File: src/rtl/crc_check_pkg.sv
// Shared types and helpers for the receive-side CRC checker.
// Holds the delay-line state encoding and the FCS word-count helper.
package crc_check_pkg;

  typedef enum logic {
    ST_FILL   = 1'b0,
    ST_STREAM = 1'b1
  } state_e;

  function automatic int fcs_words(input int crc_size, input int data_width);
    return crc_size / data_width;
  endfunction

endpackage

File: src/rtl/crc_calc.sv
// Word-serial CRC engine (Rocksoft model). crc_o is a lookahead value: it already
// includes the word presented this cycle, reflected and XOR_OUT applied.
module crc_calc #(
  parameter int                  CRC_SIZE   = 16,
  parameter int                  DATA_WIDTH = 8,
  parameter logic [CRC_SIZE-1:0] POLY       = 16'h8005,
  parameter logic [CRC_SIZE-1:0] INIT       = 16'h0000,
  parameter bit                  REF_IN     = 1'b1,
  parameter bit                  REF_OUT    = 1'b1,
  parameter logic [CRC_SIZE-1:0] XOR_OUT    = 16'hffff
) (
  input  logic                  clk_i,
  input  logic                  rst_i,
  input  logic                  soft_reset_i,
  input  logic                  valid_i,
  input  logic [DATA_WIDTH-1:0] data_i,
  output logic [CRC_SIZE-1:0]   crc_o
);

  logic [CRC_SIZE-1:0]   crc_q;
  logic [CRC_SIZE-1:0]   crc_d;
  logic [CRC_SIZE-1:0]   crc_r;
  logic [DATA_WIDTH-1:0] din;

  function automatic logic [CRC_SIZE-1:0] crc_step(input logic [CRC_SIZE-1:0]   crc,
                                                   input logic [DATA_WIDTH-1:0] data);
    logic [CRC_SIZE-1:0] c;
    logic                fb;
    c = crc;
    for (int i = DATA_WIDTH - 1; i >= 0; i--) begin
      fb = c[CRC_SIZE-1] ^ data[i];
      c  = {c[CRC_SIZE-2:0], 1'b0} ^ (fb ? POLY : '0);
    end
    return c;
  endfunction

  always_comb begin
    // NOTE: every always_comb output gets a default first so no path leaves it unassigned (no latch).
    din   = data_i;
    crc_d = crc_q;
    crc_r = '0;
    if (REF_IN) begin
      for (int i = 0; i < DATA_WIDTH; i++) din[i] = data_i[DATA_WIDTH-1-i];
    end
    if (valid_i) crc_d = crc_step(crc_q, din);
    crc_r = crc_d;
    if (REF_OUT) begin
      for (int i = 0; i < CRC_SIZE; i++) crc_r[i] = crc_d[CRC_SIZE-1-i];
    end
    crc_o = crc_r ^ XOR_OUT;
  end

  always_ff @(posedge clk_i) begin
    // NOTE: sequential state uses non-blocking assignments so every flop samples pre-edge values.
    if (rst_i || soft_reset_i) crc_q <= INIT;
    else                       crc_q <= crc_d;
  end

endmodule

File: src/rtl/crc_check.sv
// Receive-side CRC checker: delays the stream by the FCS length, forwards payload,
// recomputes the CRC over it and reports a registered per-frame verdict.
module crc_check
  import crc_check_pkg::*;
#(
  parameter int                  CRC_SIZE      = 16,
  parameter int                  DATA_WIDTH    = 8,
  parameter logic [CRC_SIZE-1:0] POLY          = 16'h8005,
  parameter logic [CRC_SIZE-1:0] INIT          = 16'h0000,
  parameter bit                  REF_IN        = 1'b1,
  parameter bit                  REF_OUT       = 1'b1,
  parameter logic [CRC_SIZE-1:0] XOR_OUT       = 16'hffff,
  parameter bit                  FCS_LSB_FIRST = 1'b1
) (
  input  logic                  clk_i,
  input  logic                  rst_i,
  input  logic                  valid_i,
  input  logic [DATA_WIDTH-1:0] data_i,
  input  logic                  last_i,
  output logic                  valid_o,
  output logic [DATA_WIDTH-1:0] data_o,
  output logic                  last_o,
  output logic                  done_o,
  output logic                  crc_ok_o,
  output logic                  runt_o,
  output logic [CRC_SIZE-1:0]   rx_crc_o,
  output logic [CRC_SIZE-1:0]   calc_crc_o
);

  localparam int             N        = fcs_words(CRC_SIZE, DATA_WIDTH);
  localparam int             CW       = $clog2(N + 1);
  localparam logic [CW-1:0]  FILL_MAX = CW'(N - 1);

  if (CRC_SIZE % DATA_WIDTH != 0) begin : g_bad_size
    $error("crc_check: CRC_SIZE must be a multiple of DATA_WIDTH");
  end

  logic [DATA_WIDTH-1:0] sr_q [N];
  logic [DATA_WIDTH-1:0] fcs_w [N];
  state_e                state_q;
  logic [CW-1:0]         fcnt_q;
  logic                  post_last_q;
  logic                  valid_q, last_q, done_q, ok_q, runt_q;
  logic [DATA_WIDTH-1:0] data_q;
  logic [CRC_SIZE-1:0]   rx_q, calc_q;
  logic                  pop;
  logic [CRC_SIZE-1:0]   rx_fcs;
  logic [CRC_SIZE-1:0]   calc_crc;

  assign pop = valid_i && (state_q == ST_STREAM);

  crc_calc #(
    .CRC_SIZE  (CRC_SIZE),
    .DATA_WIDTH(DATA_WIDTH),
    .POLY      (POLY),
    .INIT      (INIT),
    .REF_IN    (REF_IN),
    .REF_OUT   (REF_OUT),
    .XOR_OUT   (XOR_OUT)
  ) u_crc_calc (
    .clk_i       (clk_i),
    .rst_i       (rst_i),
    .soft_reset_i(post_last_q),
    .valid_i     (pop),
    .data_i      (sr_q[0]),
    .crc_o       (calc_crc)
  );

  // FCS words in arrival order: the line minus its oldest entry, then the current word.
  always_comb begin
    rx_fcs = '0;
    for (int i = 0; i < N - 1; i++) fcs_w[i] = sr_q[i+1];
    fcs_w[N-1] = data_i;
    for (int i = 0; i < N; i++) begin
      if (FCS_LSB_FIRST) rx_fcs[i*DATA_WIDTH +: DATA_WIDTH]       = fcs_w[i];
      else               rx_fcs[(N-1-i)*DATA_WIDTH +: DATA_WIDTH] = fcs_w[i];
    end
  end

  always_ff @(posedge clk_i) begin
    if (rst_i) begin
      // NOTE: the delay line is only N words, so it is cleared on reset like any other state.
      for (int i = 0; i < N; i++) sr_q[i] <= '0;
      state_q     <= ST_FILL;
      fcnt_q      <= '0;
      post_last_q <= 1'b0;
      valid_q     <= 1'b0;
      data_q      <= '0;
      last_q      <= 1'b0;
      done_q      <= 1'b0;
      ok_q        <= 1'b0;
      runt_q      <= 1'b0;
      rx_q        <= '0;
      calc_q      <= '0;
    end else begin
      valid_q     <= 1'b0;
      last_q      <= 1'b0;
      done_q      <= 1'b0;
      post_last_q <= 1'b0;
      if (valid_i) begin
        for (int i = 0; i < N - 1; i++) sr_q[i] <= sr_q[i+1];
        sr_q[N-1]   <= data_i;
        post_last_q <= last_i;
        if (state_q == ST_STREAM) begin
          valid_q <= 1'b1;
          data_q  <= sr_q[0];
          last_q  <= last_i;
        end
        if (last_i) begin
          done_q  <= 1'b1;
          runt_q  <= (state_q == ST_FILL);
          ok_q    <= (state_q == ST_STREAM) && (calc_crc == rx_fcs);
          rx_q    <= rx_fcs;
          calc_q  <= calc_crc;
          state_q <= ST_FILL;
          fcnt_q  <= '0;
        end else if (state_q == ST_FILL) begin
          fcnt_q <= fcnt_q + 1'b1;
          if (fcnt_q == FILL_MAX) state_q <= ST_STREAM;
        end
      end
    end
  end

  assign valid_o    = valid_q;
  assign data_o     = data_q;
  assign last_o     = last_q;
  assign done_o     = done_q;
  assign crc_ok_o   = ok_q;
  assign runt_o     = runt_q;
  assign rx_crc_o   = rx_q;
  assign calc_crc_o = calc_q;

endmodule

File: config.mk
export PLATFORM = sky130hd
export DESIGN_NAME = crc_check
export DESIGN_NICKNAME = d
export VERILOG_FILES = /design/src/rtl/crc_check_pkg.sv /design/src/rtl/crc_calc.sv /design/src/rtl/crc_check.sv
export SDC_FILE = /design/constraint.sdc
export NUM_CORES = 1
export LEC_CHECK = 0
export ABC_AREA = 1
export CORE_MARGIN = 2
export CORE_UTILIZATION = 40
export CTS_BUF_LIST = sky130_fd_sc_hd__clkbuf_8
export CTS_CLUSTER_SIZE = 28
export DETAILED_ROUTE_END_ITERATION = 12
export DONT_BUFFER_PORTS = 1
export GPL_TIMING_DRIVEN = 0
export PLACE_DENSITY = 0.61
export REMOVE_ABC_BUFFERS = 1
export SYNTH_ARGS = -nofsm -noshare
export SYNTH_HDL_FRONTEND = slang
export SYNTH_HIERARCHICAL = 1
export SYNTH_SLANG_ARGS = --single-unit
File: constraint.sdc
create_clock -name clk_i -period 2.88 [get_ports clk_i]
set_clock_uncertainty 0.2 [all_clocks]
set_input_delay 0.576 -clock clk_i [delete_from_list [all_inputs] [get_ports clk_i]]
set_output_delay 0.576 -clock clk_i [all_outputs]
set_load 0.03 [all_outputs]
==> results of run 1 <==
==> power by group through the flow <==
stage          clock network [mW]  logic (mW)  registers, mW
4_1_cts                      1.00       0.257           1.30
5_1_grt                      1.04       0.336           1.30
6_report                    0.974       0.302           1.30
3_3_place_gp                    0       0.237           1.32
3_5_place_dp                    0       0.242           1.32
2_1_floorplan                   0       0.197           1.31
==> final cells by class <==
class | count | area, um2 | share of cell area
Timing Repair Buffer | 16 | 120 | 0.0304
Clock buffer | 9 | 124 | 0.0314
Inverter | 51 | 193 | 0.0488
Clock inverter | 7 | 114 | 0.0288
Multi-Input combinational cell | 266 | 1510 | 0.381
Sequential cell | 80 | 1760 | 0.446
Tap cell | 105 | 131 | 0.0333
==> final timing paths <==
path              start        end  slack, ps
max          sr_q[0][1]   crc_ok_o         20
min               rst_i     last_o         80
max reg2reg  sr_q[0][1]   crc_ok_o         20
min reg2reg   fcnt_q[1]  fcnt_q[1]        290
==> per-stage QoR <==
stage | setup WS, ps | instance area, um2 | util | TNS, ps | total power [mW]
3_5_place_dp | 28.4 | 3500 | 0.423 | 0 | 1.57
3_3_place_gp | 98.7 | 3500 | 0.423 | 0 | 1.56
4_1_cts | 4.39 | 3780 | 0.457 | 0 | 2.56
6_report | 16.4 | 3950 | 0.478 | 0 | 2.57
5_1_grt | -123 | 3950 | 0.478 | -123 | 2.68
2_1_floorplan | 468 | 3360 | - | 0 | 1.51
==> cells by family after synthesis <==
logic type	synth area share
AOI/OAI and AO/OA	0.121
xor gates and xnor gates	0.0381
adders and majority gates	0.00366
buffers and inverters	0.0724
DFF	0.515
muxes	0.00878
and+or+nand+nor	0.240
==> registers in the layout, summed over array words and instances, names as in the netlist, named ones only <==
signal and count:
calc_crc_o 16, crc_ok_o 1, data_o 8, fcnt_q 2, last_o 1, post_last_q 1
runt_o 1, rx_crc_o 16, sr_q 16, state_q 1, u_crc_calc/crc_q 13, valid_o 1
==> worst register-to-register path: cells and delay by family (launching register included) <==
family	cells	cell delay, ps
buf+inv	2	90
xor+xnor	1	230
simple gates	22	1790
flops	1	500
==> per-layer routing <==
metal,track usage,wire length [um]
met5,0,0
met1,0.217,3460
met3,0.0450,418
met4,0.0775,127
met2,0.282,3550
==> placed cells by master (no fill, tap or decap), types with 4 or more instances in the layout <==
| cell | count |
|---|---|
| nand2_4 | 9 |
| xnor2_1 | 7 |
| nand3_2 | 4 |
| inv_2 | 5 |
| edfxtp_1 | 16 |
| a22o_1 | 21 |
| o21ai_0 | 21 |
| nand3_4 | 4 |
| nor2_1 | 62 |
| o21ai_1 | 13 |
| inv_1 | 47 |
| xor2_1 | 4 |
| a21oi_1 | 6 |
| nand2_2 | 14 |
| nand2_1 | 75 |
| clkbuf_8 | 9 |
| nand3_1 | 8 |
| dfxtp_1 | 64 |
| buf_4 | 16 |
==> timing repair <==
item,CTS,global route
pin swaps,3,15
endpoints found under the setup margin,1,1
buffers inserted,4,12
endpoints found under the hold margin,0,0
resized for setup,2,21
==> summary.md, run 1 <==
| Metric | Value |
|---|---|
| Hold-fix buffers, CTS | 0 |
| Layout Cells excl Fill | between 500 and 600 |
| Share of layout cells above drive strength 1 | 0.177 |
| Synth Register Bits | 80 |
| Comb power frac | 0.117 |
| Int Power | 1.89 mW |
| Most common cell in the netlist | nand2_1 |
| Grt total ovfl | 0 |
| DR vias/cell | 4.81 |
| Area share of the largest cell type after synthesis | 0.375 |
| CTS H-tree lvls | 3 |
| CP Class | register to register |
| Min cycle time layout | between 2000 and 3000 ps |
| Hold WC Path Type | input pin to register |
| Slowest Stage Delay on Critical Path | approximately 500 ps |
| Setup violators final | 0 |
| Largest net degree at the start of global routing | 34 |
| Tot GR Track Use | 0.174 |
| Hold path depth | 1 |
| Sequential area share after synthesis | 0.515 |
| Power Density | ~650 nW/um2 |
| First-pass GRT wire length | 12100 um |
| CTS clk-pin slew, worst paths | 80 ps |
| Sink Count | 80 |
| Arrival @ worst endpoint | 2960 ps |
| CTS tree | built |
| Final hold viol count | 0 |
| Syn Area/Cell | between 8 and 9 um2 |
| CP max stage cell | edfxtp_1 |
| Placed cells | between 500 and 600 |
| RSZ-0062 raised after global routing | true |
| Routed wire length | 7550 um |
| Yosys warning count | 6 |
| Most frequent CP cell | nand2_4 |
| Max Slew Vio Count | 0 |
| Input/output buffers | 0 |
| Initial DRC Count | 178 |
| Antenna Nets Post-Route | 0 |
| Die Wd | 96.5 um |
| Run status | finished, final reports clean |
| Core footprint | ~8300 um2 |
| Net switching power | around 0.7 mW |
| Seq pwr share | 0.504 |
| Area leader, netlist | dfxtp_1 |
| Post-DP HPWL | between 5000 and 6000 um |
| GP Congestion | a little under 0.8 |
| Drt first pass iters | 4 |
| Ys flop type | dfxtp_1 |
| Max frequency | ~350 MHz |
| Slew headroom | 0.489 |
| Ant. Diodes | 0 |
| Clock power share | 0.379 |
| Area grow syn2layout | 15.5% |
| Crit path max-delay family | simple AND/OR/NAND/NOR gates |
| Vias in the first global route | roughly 2500 |
| Drt drc | 0 |
| Fill cells | roughly 820 |
| Synth cell count leaders | 81 x nand2_1, 64 x dfxtp_1, 63 x nor2_1, 47 x inv_1, 22 x o21ai_0 |
| Area contributors post-synth | dfxtp_1 37%, edfxtp_1 14%, nand2_1 8.9%, nor2_1 6.9%, a22o_1 5.4% |
| CTS max path bufs | 2 |
| Sw Ratio | 0.265 |
| CP bufs+invs | 2 |
| Leak Pwr | 1.79 nW |
| Post-synth ARST share | 0 |
| Via count | 2568 |
| Worst VDD drop | around 0.00032 V |
| Crit-path max FO | 4 |
| Initial antenna violation count | 0 |
| Final #Nets | between 400 and 500 |
| WHS | 82.7 ps |
| Number of flops mapped to enable cells by yosys | 16 |
| I/O Pins | 57 |
| Synth cell types | 32 |
| Max-cap viol count | 0 |
| Setup crit start kind | register |
| Reg2Reg Depth | 25 |
| WP data required | between 2000 and 3000 ps |
| Worst Tran Pin Value | roughly 770 ps |
| Mapped Area | 3420 um2 |
| Row count | 33 |
| Period utilization | 0.994 |
| Clk_lat worst skew | around 350 ps |
| Critical Path Stages | 25 |
| Die Y | between 90 and 100 um |
| Clk root buf | clkbuf_8 |
| Wire per inst | about 14 um |
| Die area | a little over 9000 um2 |
| Post-Synthesis Cells | a little over 400 |
| Crit end category | register |
| CTS buffer count | 9 |
| Initial Util | 0.414 |
(Power assumes the default switching activity.)
==> run 2: changes to the inputs <==
--- a/config.mk
+++ b/config.mk
@@ -19,3 +19,4 @@
 export SYNTH_HDL_FRONTEND = slang
 export SYNTH_HIERARCHICAL = 1
 export SYNTH_SLANG_ARGS = --single-unit
+export TNS_END_PERCENT = 5
==> results of run 2 <==
Same layout as run 1: the final DEF is identical, and so are final timing and power.
==> run 3: changes to the inputs <==
--- a/config.mk
+++ b/config.mk
@@ -9,12 +9,12 @@
 export CORE_MARGIN = 2
 export CORE_UTILIZATION = 40
 export CTS_BUF_LIST = sky130_fd_sc_hd__clkbuf_8
-export CTS_CLUSTER_SIZE = 28
 export DETAILED_ROUTE_END_ITERATION = 12
 export DONT_BUFFER_PORTS = 1
 export GPL_TIMING_DRIVEN = 0
 export PLACE_DENSITY = 0.61
 export REMOVE_ABC_BUFFERS = 1
+export SLEW_MARGIN = 10
 export SYNTH_ARGS = -nofsm -noshare
 export SYNTH_HDL_FRONTEND = slang
 export SYNTH_HIERARCHICAL = 1
==> results of run 3 <==
Same layout as run 1: the final DEF is identical, and so are final timing and power.
